**src/rtl/rr_pkt_arb.sv**
```systemverilog
// rr_pkt_arb: packet-granular round-robin arbiter for one fabric egress.
// Ports: clk, rst (async, active-high), clr (sync flush); per-requester
//   req/eop; stall backpressure. Outputs: one-hot grant, grant_idx,
//   busy, beat_cnt (beats moved in current packet), timeout_err pulse.
module rr_pkt_arb #(
  parameter int NUM_PORT      = 4,
  parameter int LOG_NUM_PORT  = 2,
  parameter int MAX_BEATS     = 64,
  parameter int LOG_MAX_BEATS = 6
) (
  input  logic                     clk,
  input  logic                     rst,
  input  logic                     clr,
  input  logic [NUM_PORT-1:0]      req,
  input  logic [NUM_PORT-1:0]      eop,
  input  logic                     stall,
  output logic [NUM_PORT-1:0]      grant,
  output logic [LOG_NUM_PORT-1:0]  grant_idx,
  output logic                     busy,
  output logic [LOG_MAX_BEATS-1:0] beat_cnt,
  output logic                     timeout_err
);

  typedef enum logic {
    IDLE,
    HOLD
  } state_t;

  state_t state, state_n;

  logic [LOG_NUM_PORT-1:0]  ptr, ptr_n;
  logic [LOG_NUM_PORT-1:0]  idx_n;
  logic [LOG_NUM_PORT-1:0]  sel;
  logic [LOG_NUM_PORT-1:0]  k;
  logic [NUM_PORT-1:0]      grant_n;
  logic [LOG_MAX_BEATS-1:0] cnt_n;
  logic                     to_n;
  logic                     found;
  logic                     xfer;
  logic                     last;

  // Rotating priority search starting at ptr; index arithmetic wraps
  // naturally because NUM_PORT is a power of two.
  always_comb begin
    found = 1'b0;
    sel   = '0;
    k     = '0;
    for (int i = 0; i < NUM_PORT; i++) begin
      k = ptr + LOG_NUM_PORT'(i);
      if (!found && req[k]) begin
        found = 1'b1;
        sel   = k;
      end
    end
  end

  assign xfer = (state == HOLD) && req[grant_idx] && !stall;
  assign last = (beat_cnt == LOG_MAX_BEATS'(MAX_BEATS - 1));

  always_comb begin
    state_n = state;
    grant_n = grant;
    idx_n   = grant_idx;
    cnt_n   = beat_cnt;
    ptr_n   = ptr;
    to_n    = 1'b0;
    if (clr) begin
      state_n = IDLE;
      grant_n = '0;
      idx_n   = '0;
      cnt_n   = '0;
      ptr_n   = '0;
    end else begin
      unique case (state)
        IDLE: begin
          if (found) begin
            state_n = HOLD;
            grant_n = NUM_PORT'(1) << sel;
            idx_n   = sel;
            cnt_n   = '0;
          end
        end
        HOLD: begin
          if (xfer) begin
            if (eop[grant_idx] || last) begin
              // eop release and forced release share the same path;
              // only a beat without eop flags the timeout.
              state_n = IDLE;
              grant_n = '0;
              cnt_n   = '0;
              ptr_n   = grant_idx + LOG_NUM_PORT'(1);
              to_n    = !eop[grant_idx];
            end else begin
              cnt_n = beat_cnt + LOG_MAX_BEATS'(1);
            end
          end
        end
        default: state_n = IDLE;
      endcase
    end
  end

  always_ff @(posedge clk or posedge rst) begin
    if (rst) begin
      state       <= IDLE;
      grant       <= '0;
      grant_idx   <= '0;
      beat_cnt    <= '0;
      ptr         <= '0;
      timeout_err <= 1'b0;
    end else begin
      state       <= state_n;
      grant       <= grant_n;
      grant_idx   <= idx_n;
      beat_cnt    <= cnt_n;
      ptr         <= ptr_n;
      timeout_err <= to_n;
    end
  end

  assign busy = (state == HOLD);

endmodule
```
**config.mk**
```make
export PLATFORM = sky130hd
export DESIGN_NAME = rr_pkt_arb
export DESIGN_NICKNAME = d
export VERILOG_FILES = /design/src/rtl/rr_pkt_arb.sv
export SDC_FILE = /design/constraint.sdc
export NUM_CORES = 1
export LEC_CHECK = 0
export CAP_MARGIN = 15
export CORE_MARGIN = 1.5
export CORE_UTILIZATION = 50
export DETAILED_ROUTE_END_ITERATION = 8
export PLACE_DENSITY = 0.83
export SYNTH_ARGS = -nofsm -noshare
export SYNTH_HDL_FRONTEND = slang
export SYNTH_SLANG_ARGS = --single-unit
```
**constraint.sdc**
```tcl
create_clock -name clk -period 3.04 [get_ports clk]
set_clock_uncertainty 0.05 [all_clocks]
set_input_delay 0.456 -clock clk [delete_from_list [all_inputs] [get_ports clk]]
set_output_delay 0.456 -clock clk [all_outputs]
set_load 0.02 [all_outputs]
```
==> results by group <==
Place
  – GPL Wtd Cong: 0.7988
  – IO buf count: 25
  – DP HPWL: 1.553 mm
  – Worst slack at placement: 0.3987 ns

CTS
  – Root Driver: clkbuf_4
  – Setup Buffers After CTS: 0
  – Reg clk slew, reported paths: 0.08 ns
  – Worst-Skew Late Latency: 0.28 ns
  – Clock sinks: 16
  – Num CTS Buffers: 3
  – Clock Path Buffers: 2
  – H-tree depth: 1
  – CTS Hold Bufs: 0
  – CTS tree: yes
  – Number of gates resized after cts: 0

Final layout
  – Area grow syn2layout: 33.24%
  – Footprint of the multi-input gates: 475.5 sq um
  – Commonest non-fill, non-tap cell in the layout: clkdlybuf4s50_1
  – Nets@finish: 133
  – # diodes: 0
  – Storage element area: 400.4 sq um
  – Fillers: 148
  – Commonest non-fill, non-tap cells in the layout: clkdlybuf4s50_1 (25), dfrtp_1 (16), nor2_1 (7)
  – Layout cells sized above 1: 0.09244

Logic synthesis
  – Synth Area per Inst: 9.982 sq um
  – Synth unique cells: 40
  – Cell count after synthesis: 92
  – Post-Synth Simple-Gate Area: 0.2112
  – Synth Area in XOR/XNOR: 0.009537
  – Ranking of synthesized cells by area: dfrtp_1 (44%), mux2i_1 (3.3%), nor2_1 (2.9%), a21oi_1 (2.7%), nand2b_1 (2.7%)
  – Synth Register Bits: 16
  – Yosys warnings: 0
  – EDFF count, synth: 0
  – Share of the synthesized area in the top cell type: 0.4360
  – Post-synthesis sequential area ratio: 0.4360
  – Synth Net Count: 105
  – Mux cell area share after synthesis: 0.07357
  – Main combinational cell family by area after synthesis: simple AND/OR/NAND/NOR gates
  – Synth Cell Area: 918.4 sq um
  – Post-synthesis compound-gate area fraction: 0.2098
  – Cell taking the most area after synthesis: dfrtp_1
  – Dominant synthesized flop cell: dfrtp_1
  – Adder-cell area share of the yosys netlist: 0.01362
  – Async SR Flop Fraction: 1.000

Setup path
  – End of the critical path: grant[0]$_DFFE_PP0P_
  – Worst Reg2Reg Path Length in Cells: 5
  – CP Launch Type: input port
  – Arrival time worst endpoint: 2.54 ns
  – R2r setup slk: 0.90 ns
  – CP Launch Point: req[0]
  – RR Endpoint: grant[0]$_DFFE_PP0P_
  – Kind of end point of the critical path: flop
  – Reg2Reg Launch Point: grant_idx[0]$_DFFE_PP0P_
  – Critical path peak fanout: 8
  – Data required, critical path: 3.16 ns
  – Critical path type: input port to flop

Detailed routing
  – Pre-antenna DRT Iters: 4
  – Wirelength, routed: 2.044 mm
  – Routed len/inst: 14.19 microns
  – Via density: 5.660
  – Starting DRT DRC Count: 17
  – Vias: 815
  – Post-route DRC: 0
  – Post-route ant nets: 0

Floorplan
  – DIE AREA: 2103 sq um
  – Initial Util: 0.5319
  – Core area: 1727 sq um
  – Ports: 26
  – Die Width: 45.86 microns
  – Row cnt: 15
  – Die height: 45.86 microns

Timing
  – Worst Hold Margin: 0.4500 ns
  – Crit path time final: 2.416 ns
  – Worst-margin pin slew: 0.6096 ns
  – Period utilisation layout: 0.7948
  – Fmax achieved: 0.4139 GHz
  – Slew Limit Headroom: 0.5931
  – Final slew viol count: 0
  – RSZ-0062 raised after global routing: false
  – Fin. Hold Viols: 0
  – Setup WS post-layout: 0.6237 ns
  – Sum Neg Setup Slack: 0 ns
  – Final setup violation count: 0

GRT
  – Vias in the first global route: 742
  – Initial antenna violation count: 0
  – First-pass GRT wire length: 3.208 mm
  – Largest net degree at the start of global routing: 17
  – Tot GR Track Use: 0.2113
  – Overflow after GRT: 0

Min path
  – Hold Crit Class: flop to flop

Status
  – Status: finished, final reports clean

Power and ir drop
  – Power density over the cells: 384.1 nW/um^2
  – VDD IR max: 0.2899 mV
  – Pleak: 0.0005036 uW

Job
  – Maxcap violations: 0
-- cell families after synthesis --
logic type / Yosys count
adder cells (fa/ha/maj): 1
AND/OR/NAND/NOR: 33
buffers and inverters: 9
AO/OA/AOI/OAI: 27
XOR/XNOR: 1
flip-flops: 16
multiplexers: 5
-- sequential cells by signal, summed over array words and instances (netlist names) --
signal       cells
timeout_err      1
busy             1
grant            4
beat_cnt         6
grant_idx        2
ptr              2
-- synthesized netlist by cell type, types with 3 or more instances --
library cell / instances
nand2b_1: 4
nor4_1: 3
o21ai_1: 3
o21ai_0: 3
mux2i_1: 3
nand3_1: 3
a211oi_1: 3
a21oi_1: 5
inv_1: 6
dfrtp_1: 16
nand2_1: 4
nor2_1: 7
-- critical path, stage by stage --
cell	delay (ns)
clkdlybuf4s50_1	0.49
nor4_1	0.54
nor2_1	0.16
nor3_2	0.36
or2_4	0.23
mux2_4	0.30
-- per-stage QoR --
step,utilization,total power [uW],instance area (sq um),std cells
CTS,0.7087,476.3,1224,144
global placement,0.6877,332.9,1187,140
detailed placement,0.6877,335.8,1187,140
finish,0.7087,470.0,1224,144
floorplan,-,294.2,918.4,92
global route,0.7087,495.8,1224,144
-- metal layers --
| metal | global-route usage | part of all wire | vias up |
|---|---|---|---|
| li1 | - | - | 395 |
| met1 | 0.2871 | 0.48 | 390 |
| met2 | 0.3389 | 0.46 | 28 |
| met3 | 0.06349 | 0.057 | 2 |
| met4 | 0.02857 | 0.0068 | 0 |
| met5 | 0 | 0 | - |
-- how the worst min path moves through the flow --
stage          depth (start not counted)                 start                 endpoint
6_report                               1  grant[3]$_DFFE_PP0P_     grant[3]$_DFFE_PP0P_
5_1_grt                                1  grant[3]$_DFFE_PP0P_     grant[3]$_DFFE_PP0P_
2_1_floorplan                          1                   rst  beat_cnt[0]$_DFFE_PP0P_
3_5_place_dp                           1  grant[2]$_DFFE_PP0P_     grant[2]$_DFFE_PP0P_
4_1_cts                                1  grant[3]$_DFFE_PP0P_     grant[3]$_DFFE_PP0P_
3_3_place_gp                           1  grant[2]$_DFFE_PP0P_     grant[2]$_DFFE_PP0P_
-- cell type report --
cell class              instances  area share
clock buffers                   4     0.02965
flip-flops and latches         16      0.3272
repair buffers                 26      0.2106
well taps                      25     0.02556
inverters                       6     0.01840
multi-input cells              67      0.3885
-- report_power, final --
| part | internal (uW) | leakage [uW] | switching (uW) |
|---|---|---|---|
| registers | 221 | 0.000219 | 11.8 |
| clock network | 72.9 | 0.0000210 | 64.4 |
| logic | 50.4 | 0.000264 | 49.4 |
Power figures use the tool's default switching activity.
